==> config.mk <==
export PLATFORM = sky130hd
export DESIGN_NAME = clcd_ctrl
export DESIGN_NICKNAME = d
export VERILOG_FILES = /design/src/rtl/clcd_pkg.sv /design/src/rtl/clcd_fifo.sv /design/src/rtl/clcd_ctrl.sv
export SDC_FILE = /design/constraint.sdc
export NUM_CORES = 1
export LEC_CHECK = 0
export BUFFER_PORTS_ARGS = -buffer_cell sky130_fd_sc_hd__buf_4
export CAP_MARGIN = 20
export CORE_ASPECT_RATIO = 1.1
export CORE_MARGIN = 2
export CORE_UTILIZATION = 37
export CTS_CLUSTER_DIAMETER = 100
export DETAILED_ROUTE_END_ITERATION = 10
export SYNTH_ARGS = -nofsm -noshare
export SYNTH_HDL_FRONTEND = slang
export SYNTH_HIERARCHICAL = 1
export SYNTH_SLANG_ARGS = --single-unit
export TNS_END_PERCENT = 20
==> constraint.sdc <==
create_clock -name clk -period 3.3 [get_ports clk]
set_input_delay 0.66 -clock clk [delete_from_list [all_inputs] [get_ports clk]]
set_output_delay 0.66 -clock clk [all_outputs]
set_load 0.02 [all_outputs]
==> src/rtl/clcd_pkg.sv <==
`default_nettype none
// ============================================================================
// Module   : clcd_pkg
// Brief    : Shared types and constants for the character-LCD sequencer.
//            Autowrap helpers are used only when CLCD_AUTOWRAP_EN is defined.
// Revision : 1.0 - initial release
// ============================================================================
package clcd_pkg;

    typedef enum logic [2:0] {
        ST_PWRUP  = 3'd0,
        ST_IDLE   = 3'd1,
        ST_SETUP  = 3'd2,
        ST_E_HIGH = 3'd3,
        ST_HOLD   = 3'd4,
        ST_WAIT   = 3'd5
    } clcd_state_e;

    localparam int         c_init_len   = 4;
    // Bytes 0x00-0x03 with RS=0 are clear/home and need the long wait
    localparam logic [7:0] c_clr_mask   = 8'hFC;
    localparam logic [7:0] c_line1_base = 8'h80;
    localparam logic [7:0] c_line2_base = 8'hC0;
    localparam logic [4:0] c_line_chars = 5'd16;

    // Function set 8-bit/2-line, display on, clear, entry mode increment
    function automatic logic [7:0] init_cmd(input logic [1:0] idx);
        case (idx)
            2'd0:    return 8'h38;
            2'd1:    return 8'h0C;
            2'd2:    return 8'h01;
            default: return 8'h06;
        endcase
    endfunction

    function automatic logic is_clr(input logic rs, input logic [7:0] data);
        return !rs && ((data & c_clr_mask) == 8'h00);
    endfunction

endpackage
`default_nettype wire

==> src/rtl/clcd_fifo.sv <==
`default_nettype none
// ============================================================================
// Module   : clcd_fifo
// Brief    : Synchronous first-word-fall-through FIFO with full/empty/level.
// Revision : 1.0 - initial release
// ============================================================================
module clcd_fifo #(
    parameter int DEPTH = 16,
    parameter int WIDTH = 9
) (
    input  logic                     clk,
    input  logic                     rst_n,
    input  logic                     i_push,
    input  logic [WIDTH-1:0]         i_data,
    input  logic                     i_pop,
    output logic [WIDTH-1:0]         o_data,
    output logic                     o_full,
    output logic                     o_empty,
    output logic [$clog2(DEPTH):0]   o_level
);

    localparam int c_aw = $clog2(DEPTH);

    logic [WIDTH-1:0] r_mem [DEPTH];
    logic [c_aw-1:0]  r_wr_ptr;
    logic [c_aw-1:0]  r_rd_ptr;
    logic [c_aw:0]    r_level;
    logic             w_push;
    logic             w_pop;

    // Full is taken from the current level, so a same-cycle pop cannot admit a push
    assign w_push  = i_push && !o_full;
    assign w_pop   = i_pop && !o_empty;
    assign o_full  = (r_level == (c_aw + 1)'(DEPTH));
    assign o_empty = (r_level == '0);
    assign o_level = r_level;
    assign o_data  = r_mem[r_rd_ptr];

    always_ff @(posedge clk) begin
        if (w_push) begin
            r_mem[r_wr_ptr] <= i_data;
        end
    end

    always_ff @(posedge clk or negedge rst_n) begin
        if (!rst_n) begin
            r_wr_ptr <= '0;
            r_rd_ptr <= '0;
            r_level  <= '0;
        end else begin
            if (w_push) begin
                r_wr_ptr <= r_wr_ptr + c_aw'(1);
            end
            if (w_pop) begin
                r_rd_ptr <= r_rd_ptr + c_aw'(1);
            end
            case ({w_push, w_pop})
                2'b10:   r_level <= r_level + (c_aw + 1)'(1);
                2'b01:   r_level <= r_level - (c_aw + 1)'(1);
                default: r_level <= r_level;
            endcase
        end
    end

endmodule
`default_nettype wire

==> src/rtl/clcd_ctrl.sv <==
`default_nettype none
// ============================================================================
// Module   : clcd_ctrl
// Brief    : HD44780-style character-LCD sequencer: power-up init, then drains
//            a {RS, byte} FIFO with E-pulse and per-command wait timing.
//            Optional macro CLCD_AUTOWRAP_EN adds 16x2 line wrapping.
// Revision : 1.0 - initial release
// ============================================================================
module clcd_ctrl #(
    parameter int FIFO_DEPTH     = 16,
    parameter int PWRUP_WAIT_CYC = 1000000,
    parameter int E_PW_CYC       = 25,
    parameter int SETUP_CYC      = 2,
    parameter int CMD_WAIT_CYC   = 2500,
    parameter int CLR_WAIT_CYC   = 100000
) (
    input  logic                          clk,
    input  logic                          nRESET,
    input  logic                          wr_en,
    input  logic                          wr_rs,
    input  logic [7:0]                    wr_data,
    output logic                          full,
    output logic [$clog2(FIFO_DEPTH):0]   level,
    output logic                          ovf,
    output logic                          init_done,
    output logic                          busy,
    output logic                          CLCD_RS,
    output logic                          CLCD_RW,
    output logic                          CLCD_E,
    output logic [7:0]                    CLCD_DQ
);

    import clcd_pkg::*;

    localparam int          c_lvl_w      = $clog2(FIFO_DEPTH) + 1;
    localparam logic [31:0] c_pwrup_last = 32'(PWRUP_WAIT_CYC - 1);
    localparam logic [31:0] c_epw_last   = 32'(E_PW_CYC - 1);
    localparam logic [31:0] c_setup_last = 32'(SETUP_CYC - 1);
    localparam logic [31:0] c_cmd_last   = 32'(CMD_WAIT_CYC - 1);
    localparam logic [31:0] c_clr_last   = 32'(CLR_WAIT_CYC - 1);
    localparam logic [1:0]  c_init_last  = 2'(c_init_len - 1);

    clcd_state_e        r_state;
    clcd_state_e        w_state_nxt;
    logic [31:0]        r_timer;
    logic [31:0]        w_wait_last;
    logic               r_rs;
    logic [7:0]         r_dq;
    logic               r_e;
    logic [1:0]         r_init_idx;
    logic               r_init_done;
    logic               r_ovf;
    logic               r_busy;

    logic               w_load;
    logic               w_load_rs;
    logic [7:0]         w_load_dq;
    logic               w_pop;
    logic               w_init_adv;
    logic               w_set_done;

    logic [8:0]         w_fifo_q;
    logic               w_full;
    logic               w_empty;
    logic [c_lvl_w-1:0] w_level;

`ifdef CLCD_AUTOWRAP_EN
    logic [4:0]         r_col;
    logic               r_line;
`endif

    clcd_fifo #(
        .DEPTH (FIFO_DEPTH),
        .WIDTH (9)
    ) u_fifo (
        .clk     (clk),
        .rst_n   (nRESET),
        .i_push  (wr_en),
        .i_data  ({wr_rs, wr_data}),
        .i_pop   (w_pop),
        .o_data  (w_fifo_q),
        .o_full  (w_full),
        .o_empty (w_empty),
        .o_level (w_level)
    );

    assign w_wait_last = is_clr(r_rs, r_dq) ? c_clr_last : c_cmd_last;

    always_ff @(posedge clk or negedge nRESET) begin
        if (!nRESET) begin
            r_state <= ST_PWRUP;
            r_timer <= '0;
        end else begin
            r_state <= w_state_nxt;
            if ((w_state_nxt != r_state) || (r_state == ST_IDLE)) begin
                r_timer <= '0;
            end else begin
                r_timer <= r_timer + 32'd1;
            end
        end
    end

    always_comb begin
        w_state_nxt = r_state;
        w_load      = 1'b0;
        w_load_rs   = 1'b0;
        w_load_dq   = 8'h00;
        w_pop       = 1'b0;
        w_init_adv  = 1'b0;
        w_set_done  = 1'b0;
        case (r_state)
            ST_PWRUP: begin
                if (r_timer == c_pwrup_last) begin
                    w_load      = 1'b1;
                    w_load_dq   = init_cmd(2'd0);
                    w_state_nxt = ST_SETUP;
                end
            end
            ST_IDLE: begin
                if (!w_empty) begin
`ifdef CLCD_AUTOWRAP_EN
                    // A full line gets a cursor move before the next queued entry
                    if (r_col == c_line_chars) begin
                        w_load    = 1'b1;
                        w_load_dq = r_line ? c_line1_base : c_line2_base;
                    end else begin
                        w_pop     = 1'b1;
                        w_load    = 1'b1;
                        w_load_rs = w_fifo_q[8];
                        w_load_dq = w_fifo_q[7:0];
                    end
`else
                    w_pop     = 1'b1;
                    w_load    = 1'b1;
                    w_load_rs = w_fifo_q[8];
                    w_load_dq = w_fifo_q[7:0];
`endif
                    w_state_nxt = ST_SETUP;
                end
            end
            ST_SETUP: begin
                if (r_timer == c_setup_last) begin
                    w_state_nxt = ST_E_HIGH;
                end
            end
            ST_E_HIGH: begin
                if (r_timer == c_epw_last) begin
                    w_state_nxt = ST_HOLD;
                end
            end
            ST_HOLD: begin
                if (r_timer == c_setup_last) begin
                    w_state_nxt = ST_WAIT;
                end
            end
            ST_WAIT: begin
                if (r_timer == w_wait_last) begin
                    if (r_init_done) begin
                        w_state_nxt = ST_IDLE;
                    end else if (r_init_idx == c_init_last) begin
                        w_set_done  = 1'b1;
                        w_state_nxt = ST_IDLE;
                    end else begin
                        w_init_adv  = 1'b1;
                        w_load      = 1'b1;
                        w_load_dq   = init_cmd(r_init_idx + 2'd1);
                        w_state_nxt = ST_SETUP;
                    end
                end
            end
            default: begin
                w_state_nxt = ST_PWRUP;
            end
        endcase
    end

    always_ff @(posedge clk or negedge nRESET) begin
        if (!nRESET) begin
            r_rs        <= 1'b0;
            r_dq        <= 8'h00;
            r_e         <= 1'b0;
            r_init_idx  <= 2'd0;
            r_init_done <= 1'b0;
            r_ovf       <= 1'b0;
            r_busy      <= 1'b1;
        end else begin
            r_e <= (w_state_nxt == ST_E_HIGH);
            if (w_load) begin
                r_rs <= w_load_rs;
                r_dq <= w_load_dq;
            end
            if (w_init_adv) begin
                r_init_idx <= r_init_idx + 2'd1;
            end
            if (w_set_done) begin
                r_init_done <= 1'b1;
            end
            if (wr_en && w_full) begin
                r_ovf <= 1'b1;
            end
            r_busy <= (r_state != ST_IDLE) || !w_empty;
        end
    end

`ifdef CLCD_AUTOWRAP_EN
    // Tracks what the display cursor will be after each byte the sequencer sends
    always_ff @(posedge clk or negedge nRESET) begin
        if (!nRESET) begin
            r_col  <= 5'd0;
            r_line <= 1'b0;
        end else if (w_load) begin
            if (is_clr(w_load_rs, w_load_dq)) begin
                r_col  <= 5'd0;
                r_line <= 1'b0;
            end else if (w_load_rs) begin
                r_col <= r_col + 5'd1;
            end else if (w_load_dq[7]) begin
                r_line <= w_load_dq[6];
                r_col  <= {1'b0, w_load_dq[3:0]};
            end
        end
    end
`endif

    assign full      = w_full;
    assign level     = w_level;
    assign ovf       = r_ovf;
    assign init_done = r_init_done;
    assign busy      = r_busy;
    assign CLCD_RS   = r_rs;
    assign CLCD_RW   = 1'b0;
    assign CLCD_E    = r_e;
    assign CLCD_DQ   = r_dq;

endmodule
`default_nettype wire

# Word level (Yosys, flattened, before mapping)
# Memories as Yosys holds them, arrays and structs flattened.
# Cells that the tools add are included.
# classes
eq_ne	18
muxes	35
n_reduce_logical	14
n_addsub	6
# ops
operator	n
adder 32 x 1 -> 32 bit, second input constant	1
== test 32 x 1 -> 1 bit, second input constant	1
== test 32 x 17 -> 1 bit	1
== test 32 x 20 -> 1 bit, second input constant	1
== test 32 x 5 -> 1 bit, second input constant	1
2-to-1 mux 32 bit	1
2-to-1 mux 6 bit	4
one-hot mux 8 bit (3 select lines)	1
2-to-1 mux 3 bit	6
one-hot mux 3 bit (6 select lines)	1
one-hot mux 6 bit (3 select lines)	1
2-to-1 mux 17 bit	1
2-to-1 mux 1 bit	15
one-hot mux 5 bit (2 select lines)	1
== test 3 x 2 -> 1 bit, second input constant	3
adder 4 x 1 -> 4 bit, second input constant	2
logical NOT 8 bit	1
2-to-1 mux 8 bit	1
== test 2 bit, second input constant	3
== test 3 bit, second input constant	2
adder 5 x 1 -> 5 bit, second input constant	1
== test 5 bit, second input constant	1
logical NOT 5 bit	1
subtractor 5 x 1 -> 5 bit, second input constant	1
other kinds (13)	21
# word_totals
inputBits	12
ff_bits	63
output_inout_bits	20
memories	1
ram_bits	144
wordCells	86
# mem_list
name	depth	width	read_ports	rd_ports_with_merged_regs	write_ports	line_no	rtl
u_fifo.r_mem	16	9	1	0	1	clcd_fifo.sv:24	logic [WIDTH-1:0] r_mem [DEPTH];

# Longest topological paths before layout
# logic_depth
word_depth	9
depth_mapped	15
depth_no_buf	13

# Hierarchy
# The synthesis kept the hierarchy.
# modules_own_cells
mod	seq_area_each_um2	area_each_um2	cells_each	instances
clcd_fifo	4649.5	6416.2	361	1
clcd_ctrl	1252.5	2766.4	289	1

# Worst setup path before layout
# OpenSTA, ideal clock, no wires.
# synth_timing
path_kind	register to register
startpoint	reg u_fifo.r_level[0], in the netlist u_fifo/o_level[0]
endpoint	reg u_fifo.r_level[4], in the netlist u_fifo/o_level[4]
n_path_buf	2
required_time_ns	3.170
stages_incl_launch_ff	16
path_slack_ns	-0.018
t_arrival_ns	3.188
period_less_slack_ns	3.318
setup_time_ns	0.130
cell_sequence	dfrtp_1 > nor4_2 > and2b_1 > or3_1 > clkinv_1 > clkbuf_1 > nor2b_1 > buf_2 > ha_1 > inv_1 > fa_1 > nor2b_1 > o21ai_0 > nand3_1 > or3b_1 > xnor2_1
# synth_between
elab_chain_cells	6
elab_cells_between_ends	14
classes_between	add/sub (2); eq/ne (3); mux (3); reduce/logical (6)
# synth_lines
item	line_no	rtl
from (decl)	clcd_fifo.sv:27	logic [c_aw:0] r_level;
from (signal assigned)	clcd_fifo.sv:58	2'b10: r_level <= r_level + (c_aw + 1)'(1);
from (signal assigned)	clcd_fifo.sv:59	2'b01: r_level <= r_level - (c_aw + 1)'(1);
from (signal assigned)	clcd_fifo.sv:60	default: r_level <= r_level;
logical NOT 5 bit (*)	clcd_fifo.sv:35	assign o_empty = (r_level == '0);
named net w_empty	clcd_ctrl.sv:64	logic w_empty;
2-to-1 mux 1 bit (*)	clcd_ctrl.sv:120	if (!w_empty) begin
2-to-1 mux 1 bit (*)	clcd_ctrl.sv:111	case (r_state)
named net w_pop	clcd_ctrl.sv:58	logic w_pop;
logical AND 1 bit (*)	clcd_fifo.sv:33	assign w_pop = i_pop && !o_empty;
named net u_fifo.w_pop	clcd_fifo.sv:29	logic w_pop;
== test 2 x 1 -> 1 bit or == test 2 bit (tied branches)	clcd_fifo.sv:57	case ({w_push, w_pop})
one-hot mux 5 bit (2 select lines) or nonzero test 2 bit (tied branches)	n/a	
# Mark *: on every way through the listed nets, which the timed path passes. The rest lies on a longest branch.
# A chain may end at the register's enable or synchronous reset.

# Worst setup path in the final report
# layout_timing
startpoint	reg u_fifo.r_level[1], in the netlist u_fifo/o_level[1]
endpoint	reg u_fifo.r_level[4], in the netlist u_fifo/o_level[4]
# layout_between
elab_chain_cells	6
elab_cells_between_ends	14
classes_between	add/sub (2); eq/ne (3); mux (3); reduce/logical (6)
# layout_lines
item	line_no
logical NOT 5 bit (*)	clcd_fifo.sv:35
named net w_empty	clcd_ctrl.sv:64
2-to-1 mux 1 bit	clcd_ctrl.sv:120
2-to-1 mux 1 bit	clcd_ctrl.sv:111
logical AND 1 bit (*)	clcd_fifo.sv:33
== test 2 x 1 -> 1 bit or == test 2 bit (tied branches)	clcd_fifo.sv:57
one-hot mux 5 bit (2 select lines) or nonzero test 2 bit (tied branches)	n/a
# Marks and branches as above.

==> out/qor.csv <==
metric,value,unit
status,"complete, no violations",
"Power, Total",6.45,mW
critical path peak fanout,4,
Clock Sink Count,207,
Critical Path End Type,register,
Final #Nets,733,
router iterations before antenna repair,4,
"Async S/R FF share, synth",0.304,
Worst Hold Class,in -> async,
share of layout cells above drive strength 1,0.204,
Post-Syn Nets,680,
Final ANT Viol Nets,0,
worst slew pin tran,0.826,ns
synth cell count leaders,"144 x edfxtp_1, 62 x dfrtp_1, 47 x nor3_1",
Yosys top cell by area,edfxtp_1,
H-tree depth,1,
Skew-Pair Late Insertion Delay,0.52,ns
Leakage,3.91,nW
synth-to-layout area growth,16.2,%
Top Ports,32,
Final Critical Period,3.09,ns
unrepaired setup endpoints after global routing,no,
syn avg cell area,14.1,sq um
endpoints failing setup,0,
maximum buffer depth of the clock tree,3,
Synth top area share,0.471,
post-route DRC violation count,0,
TritonCTS buffer count,23,
Final Cycle Share,0.937,
clock tree root driver cell,clkbuf_16,
initial antenna violation count,0,
Starting DRT DRC Count,310,
Peak VDD IR,625,uV
Area contributors post-synth,"edfxtp_1 47%, dfrtp_1 17%, mux4_2 4.4%",
Max Transition Viols Final,0,
crit start category,register,
overall die height,169,um
core footprint,24400,sq um
ys flop type,edfxtp_1,
Congestion Overflow GR,0,
"CTS clk-pin slew, worst paths",0.06,ns
DR vias,5512,
IO buf count,30,
f_max,324,MHz
vias in the first global route,5737,
sequential share of the synthesized area,0.643,
CTS tree,done,
Post-CTS Setup Bufs,0,
pin count of the biggest net entering global routing,64,
WL final,20200,um
Crit Path Class,reg -> reg,
worst clock skew,0.0128,ns
first-pass GRT wire length,31900,um
"Req. time, crit path",3.70,ns
#FFs+latches synth,207,
Syn Std Cell Area,9180,sq um
cells after synthesis,650,
most frequent cell after synthesis,edfxtp_1,
row count,60,
number of synthesized flops with an enable pin,144,
Die X,154,um
Setup TNS Final,0,ns
Routed WL per cell,19.6,um
Slew HR,0.449,
initial core utilization,0.376,
PD cells,605,nW/um^2
antenna cell count,0,
hpwl dp,13500,um
RePlAce Congestion,0.900,
Ys Warns,6,
all-layer global routing usage,0.157,
Yosys cell types,60,
CP Data Arrival Time,3.49,ns
drt via density,5.35,
final hold vios,0,
max_cap viols,0,
die area,26100,sq um
final timing paths:
path | startpoint | to | slack (ns) | depth (start not counted)
setup / recovery | u_fifo/o_level[1] | u_fifo/o_level[4] | 0.21 | 12
hold / removal | nRESET | r_timer[6] | 0.25 | 1
setup reg to reg | u_fifo/o_level[1] | u_fifo/o_level[4] | 0.21 | 12
hold reg to reg | ovf | ovf | 0.46 | 1
max in group asynchronous | nRESET | u_fifo/o_level[0] | 2.46 | 1
min in group clk | wr_en | ovf | 0.37 | 2
metal layers:
| layer | routed length [um] | part of all wire | track usage | up-vias |
|---|---|---|---|---|
| li1 | - | - | - | 2547 |
| met1 | 8550 | 0.42 | 0.200 | 2801 |
| met2 | 10300 | 0.51 | 0.281 | 132 |
| met3 | 920 | 0.045 | 0.0243 | 32 |
| met4 | 415 | 0.021 | 0.0382 | 0 |
| met5 | 0 | 0 | 0 | - |
cell families after synthesis:
family / count (synthesis) / share of synthesized area
muxes: 61 / 0.0946
AOI/OAI and AO/OA: 73 / 0.0563
xor gates and xnor gates: 41 / 0.0391
adders and majority gates: 18 / 0.0253
and+or+nand+nor: 197 / 0.113
buffers and inverters: 52 / 0.0282
DFF: 207 / 0.643
other: 1 / 0.000408
power breakdown:
part           internal (mW)  switching [mW]  leakage, nW  total (mW)
Combinational          0.244           0.418         1.39       0.662
Clock                   1.63            1.01        0.384        2.64
Sequential              3.03           0.125         2.14        3.15
Total                   4.90            1.55         3.91        6.45
cell type report:
class,count,area (sq um)
Fill cell,2154,13700
Sequential cell,207,5900
Multi-Input combinational cell,391,3030
Clock buffer,29,608
Timing Repair Buffer,61,483
Tap cell,310,388
Clock inverter,13,183
Inverter,19,71.3
per-stage QoR:
step           utilization  hold WS (ns)  area (sq um)  cells  setup slack [ns]
3_3_place_gp         0.405         0.441          9870    988             0.346
3_5_place_dp         0.405         0.449          9870    988             0.160
2_1_floorplan            -         0.364          9180    650            0.0100
4_1_cts              0.437         0.274         10700   1030             0.151
6_report             0.437         0.250         10700   1030             0.209
5_1_grt              0.437         0.309         10700   1030            0.0153
worst max-delay path, cell delays in order, from the launching register on:
cell	delay, ns
dfrtp_1	0.42
nor4_2	0.34
and2b_1	0.23
or3_1	0.17
clkinv_1	0.09
nor2b_2	0.17
ha_2	0.21
ha_1	0.33
nor2b_1	0.16
o21ai_0	0.24
a21oi_1	0.12
or3b_1	0.37
xnor2_1	0.13
flip-flops by register name, indices dropped and copies added, names as in the netlist, 2 cells and up:
register,flops
CLCD_DQ,8
r_init_idx,2
r_state,3
r_timer,32
u_fifo/o_level,5
u_fifo/r_mem,144
u_fifo/r_rd_ptr,4
u_fifo/r_wr_ptr,4
cell usage in the layout, fill, tap and decap left out, types with 3 or more instances in the layout:
cell	count
dfrtp_1	60
clkinv_2	3
a22o_1	3
ha_1	16
a22oi_1	9
o21ai_0	23
nor2_1	24
nand3_1	23
mux2i_1	29
nor4_1	7
clkbuf_16	23
nor2b_1	3
inv_1	18
and3_1	7
clkbuf_1	5
nor3b_1	3
o21ai_1	4
clkinv_1	4
bufinv_16	4
nand2b_1	5
a221oi_2	8
a21oi_1	13
or3_1	5
nand4_1	10
nand2_1	40
edfxtp_1	144
xnor2_1	22
nor3_1	46
mux2_4	4
mux4_2	18
buf_4	59
and4_1	4
mux2_2	9
xor2_1	19
and2_1	4
what timing repair did:
item	4_1_cts	5_1_grt
gates resized for setup	0	2
setup endpoints to repair	0	1
hold buffers	0	0
Power figures use the tool's default switching activity.
